`src/rtl/arbiter4_rr_pkg.sv`:
```
// ============================================================================
// Module      : arb_pkg
// Description : Shared sizes, FSM state type and small helper functions for
//               the 4-way round-robin arbiter.
//               N_REQ - number of requesters
//               ID_W  - width of a binary requester index
// Optional    : ARB_TIMEOUT_EN (consumed by arbiter4_rr, not by this package)
// Revision    : 1.0 - initial release
// ============================================================================
`default_nettype none

package arb_pkg;

  localparam int N_REQ = 4;
  localparam int ID_W  = 2;

  typedef enum logic [0:0] {
    IDLE = 1'b0,
    BUSY = 1'b1
  } state_t;

  // Rotate right so that bit 'sh' of v lands at bit 0; this turns the
  // "start at ptr" search into a plain lowest-index-wins search.
  function automatic logic [N_REQ-1:0] rotate_right(
    input logic [N_REQ-1:0] v,
    input logic [ID_W-1:0]  sh
  );
    logic [2*N_REQ-1:0] dbl;
    dbl = {v, v} >> sh;
    return dbl[N_REQ-1:0];
  endfunction

  function automatic logic [N_REQ-1:0] onehot(input logic [ID_W-1:0] id);
    logic [N_REQ-1:0] v;
    v     = '0;
    v[id] = 1'b1;
    return v;
  endfunction

endpackage

`default_nettype wire

```
`src/rtl/arbiter4_rr_if.sv`:
```
// ============================================================================
// Module      : arbiter4_rr_if
// Description : Request/grant bundle of the 4-way round-robin arbiter.
//               req       - request lines, one per requester
//               gnt       - one-hot grant
//               gnt_id    - binary index of the holder (0 when no grant)
//               gnt_valid - a grant is active
//               timeout   - one-cycle pulse when the hold limit ends a grant
//               master : requester side (drives req)
//               slave  : arbiter side  (drives grant signals)
// Revision    : 1.0 - initial release
// ============================================================================
`default_nettype none

interface arbiter4_rr_if;
  import arb_pkg::*;

  logic [N_REQ-1:0] req;
  logic [N_REQ-1:0] gnt;
  logic [ID_W-1:0]  gnt_id;
  logic             gnt_valid;
  logic             timeout;

  modport master (output req, input gnt, gnt_id, gnt_valid, timeout);
  modport slave  (input req, output gnt, gnt_id, gnt_valid, timeout);

endinterface

`default_nettype wire

```
`src/rtl/arbiter4_rr_prio_enc4.sv`:
```
// ============================================================================
// Module      : prio_enc4
// Description : Combinational 4:2 priority encoder, lowest index wins.
//               in_vec - 4-bit input vector
//               idx    - index of the lowest set bit (0 when none set)
//               valid  - at least one input bit set
// Revision    : 1.0 - initial release
// ============================================================================
`default_nettype none

module prio_enc4
  import arb_pkg::*;
(
  input  logic [N_REQ-1:0] in_vec,
  output logic [ID_W-1:0]  idx,
  output logic             valid
);

  always_comb begin
    idx = 2'd0;
    if (in_vec[0])      idx = 2'd0;
    else if (in_vec[1]) idx = 2'd1;
    else if (in_vec[2]) idx = 2'd2;
    else if (in_vec[3]) idx = 2'd3;
  end

  assign valid = |in_vec;

endmodule

`default_nettype wire

```
`src/rtl/arbiter4_rr.sv`:
```
// ============================================================================
// Module      : arbiter4_rr
// Description : 4-way round-robin arbiter, non-preemptive, registered grant.
//               A grant is held while the holder keeps requesting; release
//               always inserts one cycle with no grant before the next
//               arbitration.
//               clk   - clock, rising edge
//               rst_n - asynchronous active-low reset
//               bus   - arbiter4_rr_if.slave (req in; gnt, gnt_id,
//                       gnt_valid, timeout out)
// Parameter   : HOLD_MAX - max consecutive grant cycles (1..255), only
//               effective with the hold-limit option
// Optional    : `define ARB_TIMEOUT_EN builds the hold counter and timeout;
//               without it timeout is tied low and grants never expire.
// Revision    : 1.0 - initial release
// ============================================================================
`default_nettype none

module arbiter4_rr
  import arb_pkg::*;
#(
  parameter int HOLD_MAX = 8
) (
  input  logic          clk,
  input  logic          rst_n,
  arbiter4_rr_if.slave  bus
);

  if (HOLD_MAX < 1 || HOLD_MAX > 255) begin : g_hold_max_range
    $error("arbiter4_rr: HOLD_MAX must be within 1..255");
  end

  state_t           r_state,     w_state_nxt;
  logic [ID_W-1:0]  r_ptr,       w_ptr_nxt;
  logic [N_REQ-1:0] r_gnt,       w_gnt_nxt;
  logic [ID_W-1:0]  r_gnt_id,    w_gnt_id_nxt;
  logic             r_gnt_valid, w_gnt_valid_nxt;

  logic [N_REQ-1:0] w_rot_req;
  logic [ID_W-1:0]  w_enc_idx;
  logic             w_enc_valid;
  logic [ID_W-1:0]  w_winner;
  logic             w_release;

`ifdef ARB_TIMEOUT_EN
  logic [7:0] r_hold_cnt, w_hold_cnt_nxt;
  logic       r_timeout,  w_timeout_nxt;
`endif

  // Search starts at ptr; the encoder's index is relative to ptr, so adding
  // ptr back (2-bit wrap = mod 4) gives the absolute winner.
  assign w_rot_req = rotate_right(bus.req, r_ptr);

  prio_enc4 u_prio_enc4 (
    .in_vec (w_rot_req),
    .idx    (w_enc_idx),
    .valid  (w_enc_valid)
  );

  assign w_winner = w_enc_idx + r_ptr;

  always_comb begin
    w_state_nxt     = r_state;
    w_ptr_nxt       = r_ptr;
    w_gnt_nxt       = r_gnt;
    w_gnt_id_nxt    = r_gnt_id;
    w_gnt_valid_nxt = r_gnt_valid;
    w_release       = 1'b0;
`ifdef ARB_TIMEOUT_EN
    w_hold_cnt_nxt  = r_hold_cnt;
    w_timeout_nxt   = 1'b0;
`endif

    case (r_state)
      IDLE: begin
        if (w_enc_valid) begin
          w_state_nxt     = BUSY;
          w_gnt_nxt       = onehot(w_winner);
          w_gnt_id_nxt    = w_winner;
          w_gnt_valid_nxt = 1'b1;
          w_ptr_nxt       = w_winner + 2'd1;
`ifdef ARB_TIMEOUT_EN
          w_hold_cnt_nxt  = 8'd1;
`endif
        end
      end

      BUSY: begin
        w_release = !bus.req[r_gnt_id];
`ifdef ARB_TIMEOUT_EN
        // Counter holds the number of cycles the grant has been visible;
        // at HOLD_MAX the grant is withdrawn even though req is still high.
        if (!w_release) begin
          if (r_hold_cnt == 8'(HOLD_MAX)) begin
            w_release     = 1'b1;
            w_timeout_nxt = 1'b1;
          end else begin
            w_hold_cnt_nxt = r_hold_cnt + 8'd1;
          end
        end
`endif
        if (w_release) begin
          w_state_nxt     = IDLE;
          w_gnt_nxt       = '0;
          w_gnt_id_nxt    = '0;
          w_gnt_valid_nxt = 1'b0;
`ifdef ARB_TIMEOUT_EN
          w_hold_cnt_nxt  = 8'd0;
`endif
        end
      end

      default: begin
        w_state_nxt     = IDLE;
        w_gnt_nxt       = '0;
        w_gnt_id_nxt    = '0;
        w_gnt_valid_nxt = 1'b0;
      end
    endcase
  end

  always_ff @(posedge clk or negedge rst_n) begin
    if (!rst_n) begin
      r_state     <= IDLE;
      r_ptr       <= '0;
      r_gnt       <= '0;
      r_gnt_id    <= '0;
      r_gnt_valid <= 1'b0;
    end else begin
      r_state     <= w_state_nxt;
      r_ptr       <= w_ptr_nxt;
      r_gnt       <= w_gnt_nxt;
      r_gnt_id    <= w_gnt_id_nxt;
      r_gnt_valid <= w_gnt_valid_nxt;
    end
  end

`ifdef ARB_TIMEOUT_EN
  always_ff @(posedge clk or negedge rst_n) begin
    if (!rst_n) begin
      r_hold_cnt <= 8'd0;
      r_timeout  <= 1'b0;
    end else begin
      r_hold_cnt <= w_hold_cnt_nxt;
      r_timeout  <= w_timeout_nxt;
    end
  end

  assign bus.timeout = r_timeout;
`else
  assign bus.timeout = 1'b0;
`endif

  assign bus.gnt       = r_gnt;
  assign bus.gnt_id    = r_gnt_id;
  assign bus.gnt_valid = r_gnt_valid;

endmodule

`default_nettype wire

```
`src/flat_wrapper.sv`:
```
// flat-port wrapper written by rule: the top's interface ports become plain ports
module arbiter4_rr_flat import arb_pkg::*;
#(
  parameter int HOLD_MAX = 8
)
  (clk, rst_n, bus_req, bus_gnt, bus_gnt_id, bus_gnt_valid, bus_timeout);
  arbiter4_rr_if bus_i ();
  input  logic clk;
  input  logic rst_n;
  input wire logic [$bits(bus_i.req)-1:0] bus_req;
  output wire logic [$bits(bus_i.gnt)-1:0] bus_gnt;
  output wire logic [$bits(bus_i.gnt_id)-1:0] bus_gnt_id;
  output wire logic [$bits(bus_i.gnt_valid)-1:0] bus_gnt_valid;
  output wire logic [$bits(bus_i.timeout)-1:0] bus_timeout;
  assign bus_i.req = bus_req;
  assign bus_gnt = bus_i.gnt;
  assign bus_gnt_id = bus_i.gnt_id;
  assign bus_gnt_valid = bus_i.gnt_valid;
  assign bus_timeout = bus_i.timeout;
  arbiter4_rr #(.HOLD_MAX(HOLD_MAX)) u_core (.clk(clk), .rst_n(rst_n), .bus(bus_i));
endmodule
```
`config.mk`:
```
export PLATFORM = sky130hd
export DESIGN_NAME = arbiter4_rr_flat
export DESIGN_NICKNAME = d
export VERILOG_FILES = /design/src/rtl/arbiter4_rr_pkg.sv /design/src/rtl/arbiter4_rr_if.sv /design/src/rtl/arbiter4_rr_prio_enc4.sv /design/src/rtl/arbiter4_rr.sv /design/src/flat_wrapper.sv
export SDC_FILE = /design/constraint.sdc
export NUM_CORES = 1
export LEC_CHECK = 0
export BUFFER_PORTS_ARGS = -buffer_cell sky130_fd_sc_hd__buf_2
export CAP_MARGIN = 30
export CELL_PAD_IN_SITES_DETAIL_PLACEMENT = 1
export CELL_PAD_IN_SITES_GLOBAL_PLACEMENT = 1
export CORE_MARGIN = 2
export CORE_UTILIZATION = 43
export DETAILED_ROUTE_END_ITERATION = 12
export PLACE_DENSITY = 0.9
export SYNTH_ARGS = -nofsm -noshare
export SYNTH_HDL_FRONTEND = slang
export SYNTH_SLANG_ARGS = --single-unit
```
`constraint.sdc`:
```
create_clock -name clk -period 4.4 [get_ports clk]
set_input_delay 0.44 -clock clk [delete_from_list [all_inputs] [get_ports clk]]
set_output_delay 0.44 -clock clk [all_outputs]
set_load 0.02 [all_outputs]
```
==> impl_metrics.py, run 1 <==
metrics = {
    "critical_path": {
        "slowest_delay_ps": 620,
        "start_kind": "flop",
        "crit_path_max_fanout": 12,
        "critPathArrivalTime_ps": 2430,
        "cp_slowest_cell": "dfrtp_1",
        "crit_family": "compound AO/OA/AOI/OAI gates",
        "worstSetupPathType": "reg2reg",
        "path_buf_inv": 0,
        "required_ps": 4600,
        "crit_path_end_kind": "flop",
        "crit_path_cell_trace": "nand2_1, a2bb2oi_1, o211ai_1, o21a_1, ha_1, xnor2_4, xor2_2, a32o_2",
    },
    "grt": {
        "antenna_found_initial": 0,
        "gr-total-overflow": 0,
        "track_usage": 0.163,
        "grt_pass1_wl_um": 2330,
        "grt_max_degree": 13,
        "grt_pass1_vias": 525,
    },
    "synthesis": {
        "seq_area_frac_synth": 0.362,
        "synth_most_common_cell": "nand2_1",
        "ys_types": 37,
        "syn_area_sq_um": 692,
        "syn_inst": 68,
        "ys_warn_count": 0,
        "synthArstFlopShare": 1.00,
        "avgSynthCellArea_sq_um": 10.2,
        "yosysTopAreaCellShare": 0.362,
        "synth-main-ff-cell": "dfrtp_1",
        "syn-num-nets": 76,
        "synth-edff-count": 0,
        "synth_commonest_cells": "nand2_1 (12), dfrtp_1 (10), nor2_1 (7)",
        "synth-seq-cells": 10,
        "synthTopCellsByArea": "dfrtp_1 (36%), nand2_1 (6.5%), xnor2_4 (4.0%)",
        "synth_area_leader_cell": "dfrtp_1",
    },
    "floorplanning": {
        "die_area_sq_mm": 0.00195,
        "core_area_sq_mm": 0.00151,
        "fp.dieW_um": 44.1,
        "io_pins": 14,
        "start_util": 0.459,
        "core.rowCount": 14,
        "die_y_um": 44.1,
    },
    "cts": {
        "clockRootBuffer": "clkbuf_4",
        "clk_pin_slew_worst_paths_ps": 60,
        "insertion_delay_ps": 260,
        "numCtsBuffers": 3,
        "cts_setup_buffers": 0,
        "clock_sinks": 10,
        "cts_tree": "built",
        "clk_path_buf_depth": 2,
        "cts.repair.resized": 0,
        "cts_hold_buf": 0,
        "htreeDepth": 1,
    },
    "placement": {
        "numPortBuffers": 12,
        "gp_congestion": 0.760,
        "dp_hpwl_um": 1100,
        "post_dp_cell_area_sq_um": 744,
        "place_inst": 92,
    },
    "timing": {
        "fmax_mhz": 448,
        "rsz0062_at_grt": "false",
        "fin_tns_setup_ps": 0,
        "post-route-period-util": 0.508,
        "slew_viol_final": 0,
        "period_minus_slack_ps": 2230,
        "worst_clock_skew_ps": 0.837,
        "final_hold_viol_count": 0,
        "setup-violations-final": 0,
    },
    "layout": {
        "final_area_sq_um": 767,
        "stdcell_count": 95,
        "fin_nets": 89,
        "drive_gt1_frac": 0.304,
        "final_util": 0.509,
        "num_antenna_cells": 0,
        "n_fill_cell": 179,
        "syn_to_final_growth_pct": 10.8,
    },
    "min_path": {
        "min_path_type": "in2async",
    },
    "routing": {
        "first_iter_violations": 6,
        "ant_nets": 0,
        "routed_wl_um": 1370,
        "via_per_inst": 5.56,
        "num_vias": 528,
        "drc": 0,
        "dr.pass1.iters": 2,
        "wire_per_inst_um": 14.4,
    },
    "power_and_ir_drop": {
        "pwr_density_cell_mw_per_mm2": 787,
        "p_leak_nw": 0.366,
        "vdd_drop_max_uv": 389,
    },
    "outcome": {
        "outcome": "completed",
    },
    "job": {
        "max-cap-violations": 0,
    },
}
[registers in the layout (all words and copies together) (netlist names)]
register              flops
u_core.bus.gnt            4
u_core.r_state            1
u_core.bus.gnt_valid      1
u_core.bus.gnt_id         2
u_core.r_ptr              2
[layout by cell type, fill, tap and decap left out, types with 2 or more instances in the layout]
cell       n
nand2_1   12
buf_2     12
dfrtp_1   10
nor2_1     7
clkbuf_4   3
nor2b_1    2
a21oi_1    2
o21a_1     2
o21ai_1    2
ha_1       2
[per-stage QoR]
| step | hold slack, ps | total power, mW | setup WS, ps |
|---|---|---|---|
| global route | 35.9 | 0.657 | 2030 |
| global placement | 307 | 0.534 | 2190 |
| detailed placement | 311 | 0.547 | 2150 |
| CTS | 35.3 | 0.611 | 2150 |
| floorplan | 144 | 0.468 | 2430 |
| finish | 32.0 | 0.604 | 2170 |
[where the power goes]
part	leakage (nW)	switching (mW)	internal [mW]
Clock	0.0138	0.0277	0.0314
Combinational	0.229	0.202	0.159
Sequential	0.124	0.0503	0.134
[per-layer routing]
layer  GRT usage  vias to the layer above  part of all wire  wire length [um]
li1            -                      263                 -                 -
met1       0.216                      249              0.44               610
met2       0.271                       13              0.50               684
met3      0.0286                        3             0.044                61
met4      0.0545                        0             0.011                15
met5           0                        -                 0                 0
[path summary, 6_finish.rpt]
path | endpoint | slack, ps | start | cells after the start
setup / recovery | u_core.bus.gnt[1] | 2170 | u_core.r_ptr[1] | 8
hold / removal | u_core.bus.gnt_valid | 30 | rst_n | 1
setup reg to reg | u_core.bus.gnt[1] | 2170 | u_core.r_ptr[1] | 8
hold reg to reg | u_core.bus.gnt[1] | 500 | u_core.bus.gnt[1] | 1
max in group asynchronous | u_core.r_ptr[1] | 4180 | rst_n | 1
min in group clk | u_core.bus.gnt[1] | 500 | u_core.bus.gnt[1] | 1
[final cells by class]
type,count,area [sq um],share of cell area
inverter,1,3.75,0.00489
timing repair buffer,12,60.1,0.0783
tap,16,20.0,0.0261
multi-input combinational,53,410,0.535
clock buffer,3,22.5,0.0294
sequential,10,250,0.326
[cells by family (layout without fill, tap and decap cells)]
family	count (synthesis)	count (layout)	synth area share
AOI/OAI and AO/OA	14	14	0.186
xor gates and xnor gates	2	2	0.0633
adders and majority gates	2	2	0.0362
buffers and inverters	5	16	0.0452
DFF	10	10	0.362
muxes	4	4	0.0850
other	1	1	0.00542
and+or+nand+nor	30	30	0.217
(Power assumes the default switching activity.)
==> run 2: changes to the inputs <==
CORE_UTILIZATION = 36   (was 43)
PLACE_DENSITY = 0.81   (was 0.9)
clock period = 1.9 ns   (was 4.4 ns; I/O delays follow)
==> run 2 against run 1 <==
The flow now finishes with violations (negative setup slack). Routed wire length up 16%. Power increased to 2.9 times the previous value. Sequential share of layout area decreased by 5.6 points. Critical path depth stayed put. Non-clock buffer count increased by 10. Clock power rose to 3.3 times the previous value. Sequential power up 120%. Utilization grew 1.6 points.
==> impl_metrics.py, run 2 (synthesized netlist as in run 1, its figures left out) <==
metrics = {
    "outcome": {
        "outcome": "finished with violations",
        "violations": "negative setup slack",
    },
    "grt": {
        "gr-total-overflow": 0,
        "antenna_found_initial": 0,
        "grt_max_degree": 11,
        "grt_pass1_wl_um": 2660,
        "track_usage": 0.171,
        "grt_pass1_vias": 578,
    },
    "placement": {
        "numPortBuffers": 12,
        "dp_hpwl_um": 1220,
        "pre_cts_slack_ps": -16.0,
        "gp_congestion": 0.756,
    },
    "timing": {
        "rsz0062_at_grt": "true",
        "final_hold_viol_count": 0,
        "fin_ws_ps": -39.0,
        "fmax_mhz": 516,
        "slew_viol_final": 0,
        "period_minus_slack_ps": 1940,
        "worst_clock_skew_ps": 2.94,
        "setup-violations-final": 3,
        "post-route-period-util": 1.02,
    },
    "critical_path": {
        "critPathArrivalTime_ps": 2150,
        "ff2ff_setup_slack_ps": -40,
        "crit_path_end_kind": "flop",
        "required_ps": 2110,
        "start_kind": "flop",
        "crit_path_max_fanout": 5,
        "timing.rr.start": "u_core.r_ptr[1]",
        "reg2regPathDepth": 8,
        "reg2reg_to": "u_core.bus.gnt[1]",
        "worstSetupPathType": "reg2reg",
    },
    "layout": {
        "fin_nets": 99,
        "largest_reg_flops": 4,
        "num_antenna_cells": 0,
        "final_cell_mix": "buf_2 (12), nand2_1 (11), dfrtp_1 (10), buf_4 (8), nor2_1 (6)",
        "n_fill_cell": 227,
        "drive_gt1_frac": 0.467,
        "syn_to_final_growth_pct": 34.0,
        "final_common_cell": "buf_2",
    },
    "cts": {
        "cts_tree": "built",
        "clock_sinks": 10,
        "clk_pin_slew_worst_paths_ps": 70,
        "htreeDepth": 1,
        "numCtsBuffers": 3,
        "clk_path_buf_depth": 2,
        "insertion_delay_ps": 270,
        "clockRootBuffer": "clkbuf_4",
    },
    "routing": {
        "num_vias": 585,
        "first_iter_violations": 5,
        "via_per_inst": 5.09,
        "dr.pass1.iters": 3,
        "drc": 0,
        "ant_nets": 0,
        "wire_per_inst_um": 13.9,
        "routed_wl_um": 1590,
    },
    "power_and_ir_drop": {
        "pwr_density_cell_mw_per_mm2": 1860,
        "intPower_uw": 969,
        "clock_power_share": 0.113,
        "power_frac_seq": 0.230,
        "netSwitchingFraction": 0.437,
        "p_leak_nw": 0.431,
        "p_switching_uw": 753,
        "power_mw": 1.72,
        "p_comb_frac": 0.657,
        "vdd_drop_max_uv": 903,
    },
    "floorplanning": {
        "die_y_um": 47.8,
        "core.rowCount": 15,
        "io_pins": 14,
        "core_area_sq_mm": 0.00176,
        "die_area_sq_mm": 0.00229,
        "start_util": 0.392,
        "fp.dieW_um": 47.8,
    },
    "min_path": {
        "min_path_type": "in2async",
    },
    "job": {
        "max-cap-violations": 0,
    },
}
run 2: cell type report:
cell class | count | area [sq um] | share of cell area
multi-input cells | 53 | 464 | 0.501
flip-flops and latches | 10 | 250 | 0.270
repair buffers | 22 | 141 | 0.152
clock buffers | 4 | 36.3 | 0.0391
well taps | 25 | 31.3 | 0.0337
inverters | 1 | 3.75 | 0.00405
run 2: worst max-delay path by stage:
stage | to | from | depth (start not counted) | slack [ps]
6_report | u_core.bus.gnt[1] | u_core.r_ptr[1] | 8 | -40
5_1_grt | u_core.r_ptr[1] | u_core.r_ptr[1] | 9 | -150
4_1_cts | u_core.bus.gnt[1] | u_core.r_ptr[1] | 7 | -10
3_5_place_dp | u_core.bus.gnt[1] | u_core.r_ptr[1] | 8 | -20
3_3_place_gp | u_core.bus.gnt[1] | u_core.r_ptr[1] | 8 | 20
2_1_floorplan | u_core.bus.gnt[1] | u_core.r_ptr[1] | 9 | 30
run 2: metal layers:
| metal | vias up | part of all wire | track usage |
|---|---|---|---|
| met5 | - | 0 | 0 |
| met4 | 0 | 0.014 | 0.0649 |
| met3 | 2 | 0.036 | 0.0226 |
| met2 | 13 | 0.51 | 0.291 |
| met1 | 287 | 0.44 | 0.218 |
| li1 | 283 | - | - |
run 2: per-stage QoR:
stage          cell area, sq um  hold WS (ps)  setup TNS (ps)  utilization  std cells
2_1_floorplan               697          -106               0            -         68
3_3_place_gp                818          61.2               0        0.464        109
3_5_place_dp                818          60.6           -16.0        0.464        109
4_1_cts                     900           291           -15.8        0.510        115
5_1_grt                     927           322            -635        0.526        115
6_report                    927           305           -89.1        0.526        115
run 2: critical path, cell delays in order, from the launching register on:
cell and delay [ps]:
dfrtp_1 430, nand2_1 100, a21oi_2 130, o22ai_1 90
o21a_1 230, ha_4 190, xnor2_4 250, xor2_4 260
a32o_2 200
run 2: power groups by stage:
stage	Combinational [mW]	Sequential, mW	Clock [mW]
floorplan	0.653	0.445	0
global placement	0.967	0.387	0
detailed placement	0.992	0.395	0
CTS	1.07	0.394	0.202
global route	1.24	0.411	0.214
finish	1.13	0.397	0.194
run 2: what timing repair did:
action                                 CTS  global route
hold buffers                             1             0
setup endpoints to repair                3             6
endpoints found under the hold margin   10             0
gates resized for setup                  5             6
pin swaps                                2             5
setup buffers                            1             0
